===== src/rtl/alu_arbiter_seq.sv =====
// alu_arbiter_seq: shares one registered ALU between two requesters.
// Round-robin grant in IDLE, one operation in flight, tagged response.
// The ALU is held on NOP whenever no operation is being issued.
// Optional build macro: ALU_ARB_DIVZERO_CHK_EN (DIV by zero answered
// locally with err=1, lo=all-ones, hi=a, and never issued to the ALU).
//
// Handshake rule for every channel here: a transfer happens on the rising
// edge where valid && ready are both high; valid must not depend on ready,
// and ready is only ever high while the controller is IDLE.
module alu_arbiter_seq #(
  parameter int ALU_LAT = 1,
  parameter int W       = 8
) (
  input  logic         clk,
  input  logic         rst,
  input  logic         req0_valid,
  output logic         req0_ready,
  input  logic [3:0]   req0_op,
  input  logic [W-1:0] req0_a,
  input  logic [W-1:0] req0_b,
  input  logic         req1_valid,
  output logic         req1_ready,
  input  logic [3:0]   req1_op,
  input  logic [W-1:0] req1_a,
  input  logic [W-1:0] req1_b,
  output logic         rsp_valid,
  input  logic         rsp_ready,
  output logic         rsp_id,
  output logic [W-1:0] rsp_lo,
  output logic [W-1:0] rsp_hi,
  output logic         rsp_err,
  output logic [3:0]   alu_sel,
  output logic [W-1:0] alu_a,
  output logic [W-1:0] alu_b,
  input  logic [W-1:0] alu_res1,
  input  logic [W-1:0] alu_res2,
  output logic         busy,
  output logic [1:0]   state_dbg
);

  typedef enum logic [1:0] {
    IDLE  = 2'd0,
    ISSUE = 2'd1,
    WAIT  = 2'd2,
    RESP  = 2'd3
  } state_t;

  localparam logic [3:0] OP_NOP = 4'd0;
  localparam logic [3:0] OP_ADD = 4'd3;
  localparam logic [3:0] OP_DIV = 4'd4;
  localparam logic [3:0] OP_SUB = 4'd6;
  localparam logic [3:0] OP_MUL = 4'd7;
  localparam int CNT_W = (ALU_LAT > 1) ? $clog2(ALU_LAT) : 1;

  state_t         state, state_nxt;
  logic           last_grant;
  logic           gnt_valid, gnt_id;
  logic [3:0]     sel_op;
  logic [W-1:0]   sel_a, sel_b;
  logic           op_nop, op_legal, op_divz, op_direct;
  logic [3:0]     op_q;
  logic [CNT_W-1:0] wait_cnt;

  // Round-robin grant: a lone requester wins; on a tie the one not granted last time wins.
  always_comb begin
    gnt_valid = 1'b0;
    gnt_id    = 1'b0;
    if (state == IDLE) begin
      if (req0_valid && req1_valid) begin
        gnt_valid = 1'b1;
        gnt_id    = ~last_grant;
      end else if (req0_valid) begin
        gnt_valid = 1'b1;
      end else if (req1_valid) begin
        gnt_valid = 1'b1;
        gnt_id    = 1'b1;
      end
    end
  end

  assign req0_ready = gnt_valid && !gnt_id;
  assign req1_ready = gnt_valid &&  gnt_id;

  assign sel_op = gnt_id ? req1_op : req0_op;
  assign sel_a  = gnt_id ? req1_a  : req0_a;
  assign sel_b  = gnt_id ? req1_b  : req0_b;

  // Decode the granted opcode: direct responses skip the ALU entirely.
  always_comb begin
    op_nop   = (sel_op == OP_NOP);
    op_legal = (sel_op == OP_ADD) || (sel_op == OP_DIV) ||
               (sel_op == OP_SUB) || (sel_op == OP_MUL);
`ifdef ALU_ARB_DIVZERO_CHK_EN
    op_divz  = (sel_op == OP_DIV) && (sel_b == '0);
`else
    op_divz  = 1'b0;
`endif
    op_direct = !op_legal || op_divz;
  end

  // State register.
  always_ff @(posedge clk) begin
    if (rst) state <= IDLE;
    else     state <= state_nxt;
  end

  // Next-state logic.
  always_comb begin
    state_nxt = state;
    case (state)
      IDLE:  if (gnt_valid) state_nxt = op_direct ? RESP : ISSUE;
      ISSUE: state_nxt = WAIT;
      WAIT:  if (wait_cnt == '0) state_nxt = RESP;
      RESP:  if (rsp_ready) state_nxt = IDLE;
      default: state_nxt = IDLE;
    endcase
  end

  // ALU drive, wait counter and response capture.
  always_ff @(posedge clk) begin
    if (rst) begin
      alu_sel    <= OP_NOP;
      alu_a      <= '0;
      alu_b      <= '0;
      rsp_id     <= 1'b0;
      rsp_lo     <= '0;
      rsp_hi     <= '0;
      rsp_err    <= 1'b0;
      last_grant <= 1'b1;
      op_q       <= OP_NOP;
      wait_cnt   <= '0;
    end else begin
      alu_sel <= OP_NOP;
      case (state)
        IDLE: begin
          if (gnt_valid) begin
            last_grant <= gnt_id;
            rsp_id     <= gnt_id;
            op_q       <= sel_op;
            if (op_direct) begin
              rsp_lo  <= op_divz ? '1 : '0;
              rsp_hi  <= op_divz ? sel_a : '0;
              rsp_err <= !op_nop;
            end else begin
              alu_sel <= sel_op;
              alu_a   <= sel_a;
              alu_b   <= sel_b;
            end
          end
        end
        ISSUE: wait_cnt <= CNT_W'(ALU_LAT - 1);
        WAIT: begin
          if (wait_cnt == '0) begin
            // ADD/SUB leave Res2 untouched in the ALU, so never forward it.
            rsp_lo  <= alu_res1;
            rsp_hi  <= ((op_q == OP_MUL) || (op_q == OP_DIV)) ? alu_res2 : '0;
            rsp_err <= 1'b0;
          end else begin
            wait_cnt <= wait_cnt - CNT_W'(1);
          end
        end
        default: ;
      endcase
    end
  end

  assign rsp_valid = (state == RESP);
  assign busy      = (state != IDLE);
  assign state_dbg = state;

endmodule


===== config.mk =====
export PLATFORM = sky130hd
export DESIGN_NAME = alu_arbiter_seq
export DESIGN_NICKNAME = d
export VERILOG_FILES = /design/src/rtl/alu_arbiter_seq.sv
export SDC_FILE = /design/constraint.sdc
export NUM_CORES = 1
export LEC_CHECK = 0
export CELL_PAD_IN_SITES_DETAIL_PLACEMENT = 1
export CELL_PAD_IN_SITES_GLOBAL_PLACEMENT = 1
export CORE_MARGIN = 8
export CORE_UTILIZATION = 29
export CTS_CLUSTER_SIZE = 24
export DETAILED_ROUTE_END_ITERATION = 10
export PLACE_DENSITY_LB_ADDON = 0.1
export RECOVER_POWER = 25
export SYNTH_ARGS = -nofsm -noshare
export SYNTH_HDL_FRONTEND = slang
export SYNTH_SLANG_ARGS = --single-unit

===== constraint.sdc =====
create_clock -name clk -period 3.1 [get_ports clk]
set_clock_uncertainty 0.05 [all_clocks]
set_input_delay 0.31 -clock clk [delete_from_list [all_inputs] [get_ports clk]]
set_output_delay 0.31 -clock clk [all_outputs]
set_load 0.005 [all_outputs]

Word-level counts from Yosys, hierarchy flattened
Cells that the tools add are included.

Logic and storage cells: 76. Output and inout bits: 44. Register bits after elaboration: 46.

Eq/ne operators: 13. Reductions and logical operators: 19. Bitwise operators: 4. Multiplexer cells: 28. Add/subtract/negate cells: 1.

Operators by type and width (number): 8-bit 2-to-1 mux (7); 8-bit one-hot mux with 2 select lines (2); 4-bit by 3-bit equality test with 1-bit output, second input constant (5); 1-bit 2-to-1 mux (11); 2-bit 2-to-1 mux (4); 2-bit one-hot mux with 4 select lines (1); 2-bit != test, second input constant (3); 3-bit AND reduction (2); 2-bit nonzero test (3); 2-bit equality test, second input constant (2); 4-bit by 2-bit equality test with 1-bit output, second input constant (1); 4-bit zero test (1); 1-bit logical OR (4); 4-bit 2-to-1 mux (1); 1-bit NOT (4); 1-bit one-hot mux with 2 select lines (2); 4-bit AND reduction (1); 4-bit OR reduction (1); 1-bit logical AND (3); 2-bit by 1-bit equality test with 1-bit output, second input constant (1); 1-bit zero test (2); 2-bit zero test (1); 2-bit by 1-bit != test with 1-bit output, second input constant (1); 2-bit AND reduction (1); 1-bit subtractor, second input constant (1).

Depth between registers and ports, before layout
Gate-level depths: netlist of the first run.

Depth after elaboration: 12. Gate-level depth with buffers: 10. Depth with buffers taken out: 8.

Worst setup path before layout of the first run
Ideal clock, no wire load.

Kind: reg2reg. Start point: register state[0] (netlist: state_dbg[0]). End point: register rsp_hi[0]. Required time: 2.978 ns. Library setup time: 0.072 ns. Clock period less this slack: 2.427 ns. Data arrival time: 2.306 ns. Path slack: 0.673 ns. Cell stages (with the launch flop): 10. Cells stage by stage: dfxtp_1 > inv_1 > ha_1 > and2_1 > buf_6 > and3_4 > o41a_1 > nor3_4 > buf_6 > mux2i_1.

Cells in the longest elaborated chain, start to end: 9. Elaborated cells between the ends (all ways): 18. Classes of those cells: 8 x eq/ne; 4 x mux; 6 x reduce/logical.

Ends and longest elaborated chain: start: declaration (line 55) `state_t state, state_nxt;`; start signal: assignment (line 104) `else state <= state_nxt;`; 2-bit zero test (line 68, 134); 1-bit 2-to-1 mux (line 68) `if (state == IDLE) begin`; 4-bit 2-to-1 mux (line 84) `assign sel_op = gnt_id ? req1_op : req0_op;`; 4-bit by 2-bit equality test with 1-bit output / 4-bit by 3-bit equality test with 1-bit output (equally long branches) (line 91) `op_legal = (sel_op == OP_ADD) || (sel_op == OP_DIV) ||`; 1-bit logical OR (2 in a row) (line 91); 1-bit logical OR (line 92) `(sel_op == OP_SUB) || (sel_op == OP_MUL);`; 2-bit != test (no source line); 4-bit AND reduction (no source line); end signal: assignment (line 142) `rsp_hi <= op_divz ? sel_a : '0;`; end signal: assignment (line 156) `rsp_hi <= ((op_q == OP_MUL) || (op_q == OP_DIV)) ? alu_res2 : '0;`; end: declaration (line 30) `output logic [W-1:0] rsp_hi,`.

Parallel ways exist; a longest one is shown, timed or not. A chain may end at the register's enable or synchronous reset.

Worst setup path after layout of the first run
Start point: register state[0] (netlist: state_dbg[0]). End point: output port req0_ready.

Cells in the longest elaborated chain, start to end: 4. Elaborated cells between the ends (all ways): 5. Classes of those cells: 2 x mux; 3 x reduce/logical.

Ends and longest elaborated chain: 2-bit zero test (*) (line 68); 1-bit 2-to-1 mux (line 68); 1-bit zero test (line 81) `assign req0_ready = gnt_valid && !gnt_id;`; 1-bit logical AND (*) (line 81); end: declaration (line 17) `output logic req0_ready,`.

Mark *: on every way between the ends. The rest lies on a longest branch, timed or not.

==> results_dict.tcl, run 1 <==
set metrics [dict create \
    cp_num_buf_inv 3 \
    netlist_area_mm2 0.00215 \
    first_iter_violations 21 \
    synth-edff-count 0 \
    synth_top_area_share_pct 41.9 \
    ir_drop_mv 0.254 \
    yosys-top-cells-area "dfxtp_1 42%, mux2i_1 8.8%, nand2_1 8.0%" \
    timing.fmax_mhz 396 \
    num_rows 31 \
    yosysUniqueCellTypes 33 \
    regArea_um2 901 \
    postCtsHoldBufs 0 \
    yosysWarnings 0 \
    diodes 0 \
    critPathMaxFanout 7 \
    setup_viol 0 \
    synth_fp_nets 312 \
    async_flop_share_pct 0 \
    cts_root_buf "clkbuf_8" \
    grt_pass1_wl_um 11000 \
    yosysSeqAreaShare_pct 41.9 \
    grt_usage_pct 13.3 \
    io_pins 105 \
    die-area_mm2 0.0104 \
    initial_core_util_pct 29.8 \
    antenna_found_initial 0 \
    status "complete, no violations" \
    slowest_delay_ns 0.51 \
    yosys_register_bits 45 \
    ant_nets 0 \
    h-tree-depth 2 \
    syn_to_final_growth_pct 57.1 \
    fillers 878 \
    cts_buffers 5 \
    gr-total-overflow 0 \
    synth_flop_cell "dfxtp_1" \
    path_cells "inv_1 -> ha_1 -> and2_1 -> nand2_1 -> inv_1 -> nor2_1 -> clkdlybuf4s50_1" \
    grt_max_degree 52 \
    dp_hpwl_um 5340 \
    synthCells 247 \
    slew_viol_final 0 \
    wirelength_um 6950 \
    rsz0062_at_grt "no" \
    io_buffers 104 \
    synthTopCellsByCount "46 x nand2_1, 45 x dfxtp_1, 31 x nor2_1, 19 x mux2i_1, 17 x nand2b_1" \
    finalCritPeriodShare_pct 81.5 \
    max-cap-violations 0 \
    cp_slowest_cell "clkdlybuf4s50_1" \
    slew_headroom_pct 58.9 \
    finalSetupTns_ns 0 \
    dieHeight_um 102 \
    coreArea_mm2 0.00721 \
    hold_viol 0 \
    wl_per_cell_um 15.5 \
    grt_pass1_vias 2151 \
    gp_congestion 0.800 \
    yosys.cell_count.top_type "nand2_1" \
    utilization_pct 46.8 \
    cts.sink_count 45 \
    first_pass_iters 3 \
    clk-insertion-delay-late_ns 0.30 \
    vias_per_cell 4.67 \
    postSynthAreaPerCell_um2 8.71 \
    clk_pin_slew_ns 0.09 \
    finalCriticalPeriod_ns 2.53 \
    die_width_um 102 \
    tightest_slew_ns 0.614 \
    path_delay_family "buffers and inverters" \
    crit_required_ns 2.74 \
    worst_ep_arrival_time_ns 2.17 \
    cts_setup_buffers 0 \
    synth_area_leader_cell "dfxtp_1" \
    hold_class "reg2reg" \
    tritoncts "done" \
    cp-end-kind "output port" \
    clockBufferDepth 2 \
    startpoint_type "register" \
    crit_top_cell "inv_1" \
    cellPowerDensity_mw_per_mm2 634 \
    num-nets-final 414 \
    drive_above_1_share_pct 5.43 \
    multiInputGateArea_mm2 0.00116 \
    drc 0 \
    critPathKind "reg2out" \
    p_leak_uw 0.00135 \
    vias 2099 \
    cts-resized-gates 0 \
]
==> kinds of logic after synthesis <==
kind of cell	share of synthesized area, %
other cells	0.174
mux	9.89
fa+ha+maj	2.33
buf+inv	4.19
flops	41.9
simple gates	26.1
xor+xnor	0.407
compound gates	15.1
==> cell usage in the layout, fill, tap and decap left out, types with 2 or more instances in the layout <==
master	n
dlygate4sd3_1	21
buf_4	6
and2_1	2
a211oi_1	8
inv_1	5
nand2_1	46
o21ai_0	2
clkdlybuf4s50_1	83
ha_1	4
nor3_1	2
dfxtp_1	45
mux2i_1	19
nor2_1	31
nor2b_1	3
o21ai_1	2
a211o_1	2
mux2_2	2
nand2b_1	17
a22o_1	2
nand3_1	2
a311oi_1	16
nand3b_1	8
clkbuf_8	5
a21oi_1	3
==> power breakdown <==
group	internal (uW)	switching, uW	leakage, uW
Clock	160	211	0.0000445
Combinational	522	496	0.000935
Sequential	690	64.2	0.000367
Total	1370	771	0.00135
==> sequential cells by signal, indices dropped and copies added (netlist names), 2 cells and up <==
name / count
alu_a: 8
alu_b: 8
alu_sel: 4
op_q: 4
rsp_hi: 8
rsp_lo: 8
state_dbg: 2
==> routing by layer <==
layer | global-route usage [%] | routed length, um
met5 | 0 | 0
met4 | 3.39 | 61
met3 | 5.59 | 651
met2 | 21.6 | 3220
met1 | 15.8 | 3010
==> path summary, 6_finish.rpt <==
| check | depth (start not counted) | slack, ns | to | start |
|---|---|---|---|---|
| setup / recovery | 7 | 0.57 | req0_ready | state_dbg[0] |
| hold / removal | 2 | 0.41 | rsp_id | rsp_id |
| setup reg to reg | 8 | 0.64 | rsp_hi[0] | state_dbg[0] |
| hold reg to reg | 2 | 0.41 | rsp_id | rsp_id |
==> area by class of cell <==
cell class	count	area share, %
inverters	5	0.555
repair buffers	110	32.1
clock inverters	3	0.629
multi-input cells	182	34.3
flip-flops and latches	45	26.7
clock buffers	5	2.04
well taps	99	3.67
==> tightest hold or removal path: stages (launching register included) <==
cell and delay [ns]:
dfxtp_1 0.32, nand2_1 0.05, a21oi_1 0.05
==> metrics by stage <==
step | std cells | hold slack, ns | instance area [um2] | total power, uW | setup WS (ns)
detailed placement | 441 | 0.401 | 3290 | 1830 | 0.525
floorplan | 247 | 0.399 | 2150 | 1370 | 0.673
global placement | 441 | 0.399 | 3290 | 1810 | 0.631
global route | 449 | 0.448 | 3380 | 2320 | 0.370
CTS | 449 | 0.418 | 3380 | 2210 | 0.522
finish | 449 | 0.411 | 3380 | 2140 | 0.572
No activity file was read; power rests on OpenSTA's default activity.
==> run 2, diff against run 1 <==
Clock period 3.1 ns to 2.6 ns, I/O delays scaled along.
==> results_dict.tcl, run 2 (synthesized netlist as in run 1, its figures left out) <==
set metrics [dict create \
    cts_buffers 5 \
    cts_setup_buffers 0 \
    path_cells "inv_1 -> ha_2 -> and2_1 -> nand2_1 -> inv_1 -> clkdlybuf4s50_1" \
    io_pins 105 \
    cts-resized-gates 0 \
    clockBufferDepth 2 \
    cellPowerDensity_mw_per_mm2 814 \
    final_common_cell "clkdlybuf4s50_1" \
    gr-total-overflow 0 \
    hold_class "reg2reg" \
    crit_required_ns 2.29 \
    busiest_layer "met2" \
    p_leak_uw 0.00139 \
    first_pass_iters 4 \
    slew_viol_final 0 \
    tritoncts "done" \
    die_width_um 102 \
    critPathKind "reg2out" \
    drive_above_1_share_pct 6.25 \
    max-cap-violations 0 \
    hold_viol 0 \
    status "complete, no violations" \
    rsz0062_at_grt "no" \
    syn_to_final_growth_pct 61.3 \
    worst_slack_ns 0.152 \
    setup_viol 0 \
    coreArea_mm2 0.00721 \
    initial_core_util_pct 29.8 \
    grt_max_degree 52 \
    ant_nets 0 \
    dp_hpwl_um 5210 \
    met3_usage_pct 5.31 \
    drc 0 \
    grt_pass1_wl_um 10800 \
    num_rows 31 \
    crit_top_cell "inv_1" \
    cts_root_buf "clkbuf_8" \
    finalCritPeriodShare_pct 94.2 \
    dieHeight_um 102 \
    layout_common_cells "83 x clkdlybuf4s50_1, 46 x nand2_1, 45 x dfxtp_1" \
    first_iter_violations 37 \
    worst_ep_arrival_time_ns 2.14 \
    gp_congestion 0.798 \
    clk-insertion-delay-late_ns 0.30 \
    slowest_delay_ns 0.56 \
    h-tree-depth 2 \
    timing.fmax_mhz 408 \
    cts.sink_count 45 \
    cp_slowest_cell "clkdlybuf4s50_1" \
    vias 2104 \
    finalSetupTns_ns 0 \
    diodes 0 \
    num-nets-final 416 \
    grt_pass1_vias 2127 \
    wirelength_um 6910 \
    slew_headroom_pct 58.5 \
    antenna_found_initial 0 \
    place_ws_ns 0.234 \
    finalCriticalPeriod_ns 2.45 \
    startpoint_type "register" \
    grt_usage_pct 13.0 \
    vias_per_cell 4.67 \
    tightest_slew_ns 0.621 \
    met1_usage_pct 15.7 \
    io_buffers 104 \
    cp-end-kind "output port" \
    clk_pin_slew_ns 0.09 \
    die-area_mm2 0.0104 \
    ir_drop_mv 0.320 \
    wl_per_cell_um 15.3 \
    postCtsHoldBufs 0 \
    critPathMaxFanout 7 \
    gr-usage-met2_pct 20.5 \
]
[run 2: cell count changes in the layout (fill, tap and decap cells not counted)]
cell / before / now
bufinv_16: 0 / 2
clkinv_2: 1 / 0
clkinvlp_4: 1 / 0
buf_12: 0 / 2
ha_1: 4 / 3
ha_2: 0 / 1
[run 2: cell type report]
| cell class | count | area [um2] |
|---|---|---|
| sequential | 45 | 901 |
| fill | 852 | 3740 |
| timing repair buffer | 112 | 1130 |
| clock inverter | 3 | 68.8 |
| multi-input combinational | 182 | 1160 |
| tap | 99 | 124 |
| clock buffer | 5 | 68.8 |
| inverter | 5 | 18.8 |
[run 2: path summary, 6_finish.rpt]
kind	start	end	slack (ns)	cells after the start
hold / removal	rsp_id	rsp_id	0.41	2
setup / recovery	state_dbg[0]	req1_ready	0.15	6
hold reg to reg	rsp_id	rsp_id	0.41	2
setup reg to reg	state_dbg[0]	rsp_lo[7]	0.28	8
[run 2: worst max-delay path: cells and delay by family (launching register included)]
family                     cells  cell delay [ns]
buffers and inverters          3             0.87
and+or+nand+nor                2             0.37
DFF                            1             0.34
adders and majority gates      1             0.25
[run 2: report_power, final]
group          leakage, uW  internal, uW  switching, uW
registers         0.000367           822           74.3
clock network    0.0000687           387            255
logic             0.000951           673            612
total              0.00139          1880            941
[run 2: through the flow]
step	instance area [um2]	utilization (%)	total power (uW)	std cells	hold slack, ns
global placement	3330	46.1	2210	443	0.398
finish	3470	48.1	2820	451	0.407
global route	3470	48.1	3020	451	0.432
detailed placement	3330	46.1	2230	443	0.401
CTS	3470	48.1	2890	451	0.417
floorplan	2150	-	1640	247	0.349
[run 2: metal layers]
layer  up-vias  part of all wire, %  wire length [um]
met2        69                   44              3050
li1       1061                    -                 -
met4         0                 0.96                66
met3         6                  9.5               653
met5         -                    0                 0
met1       968                   45              3130
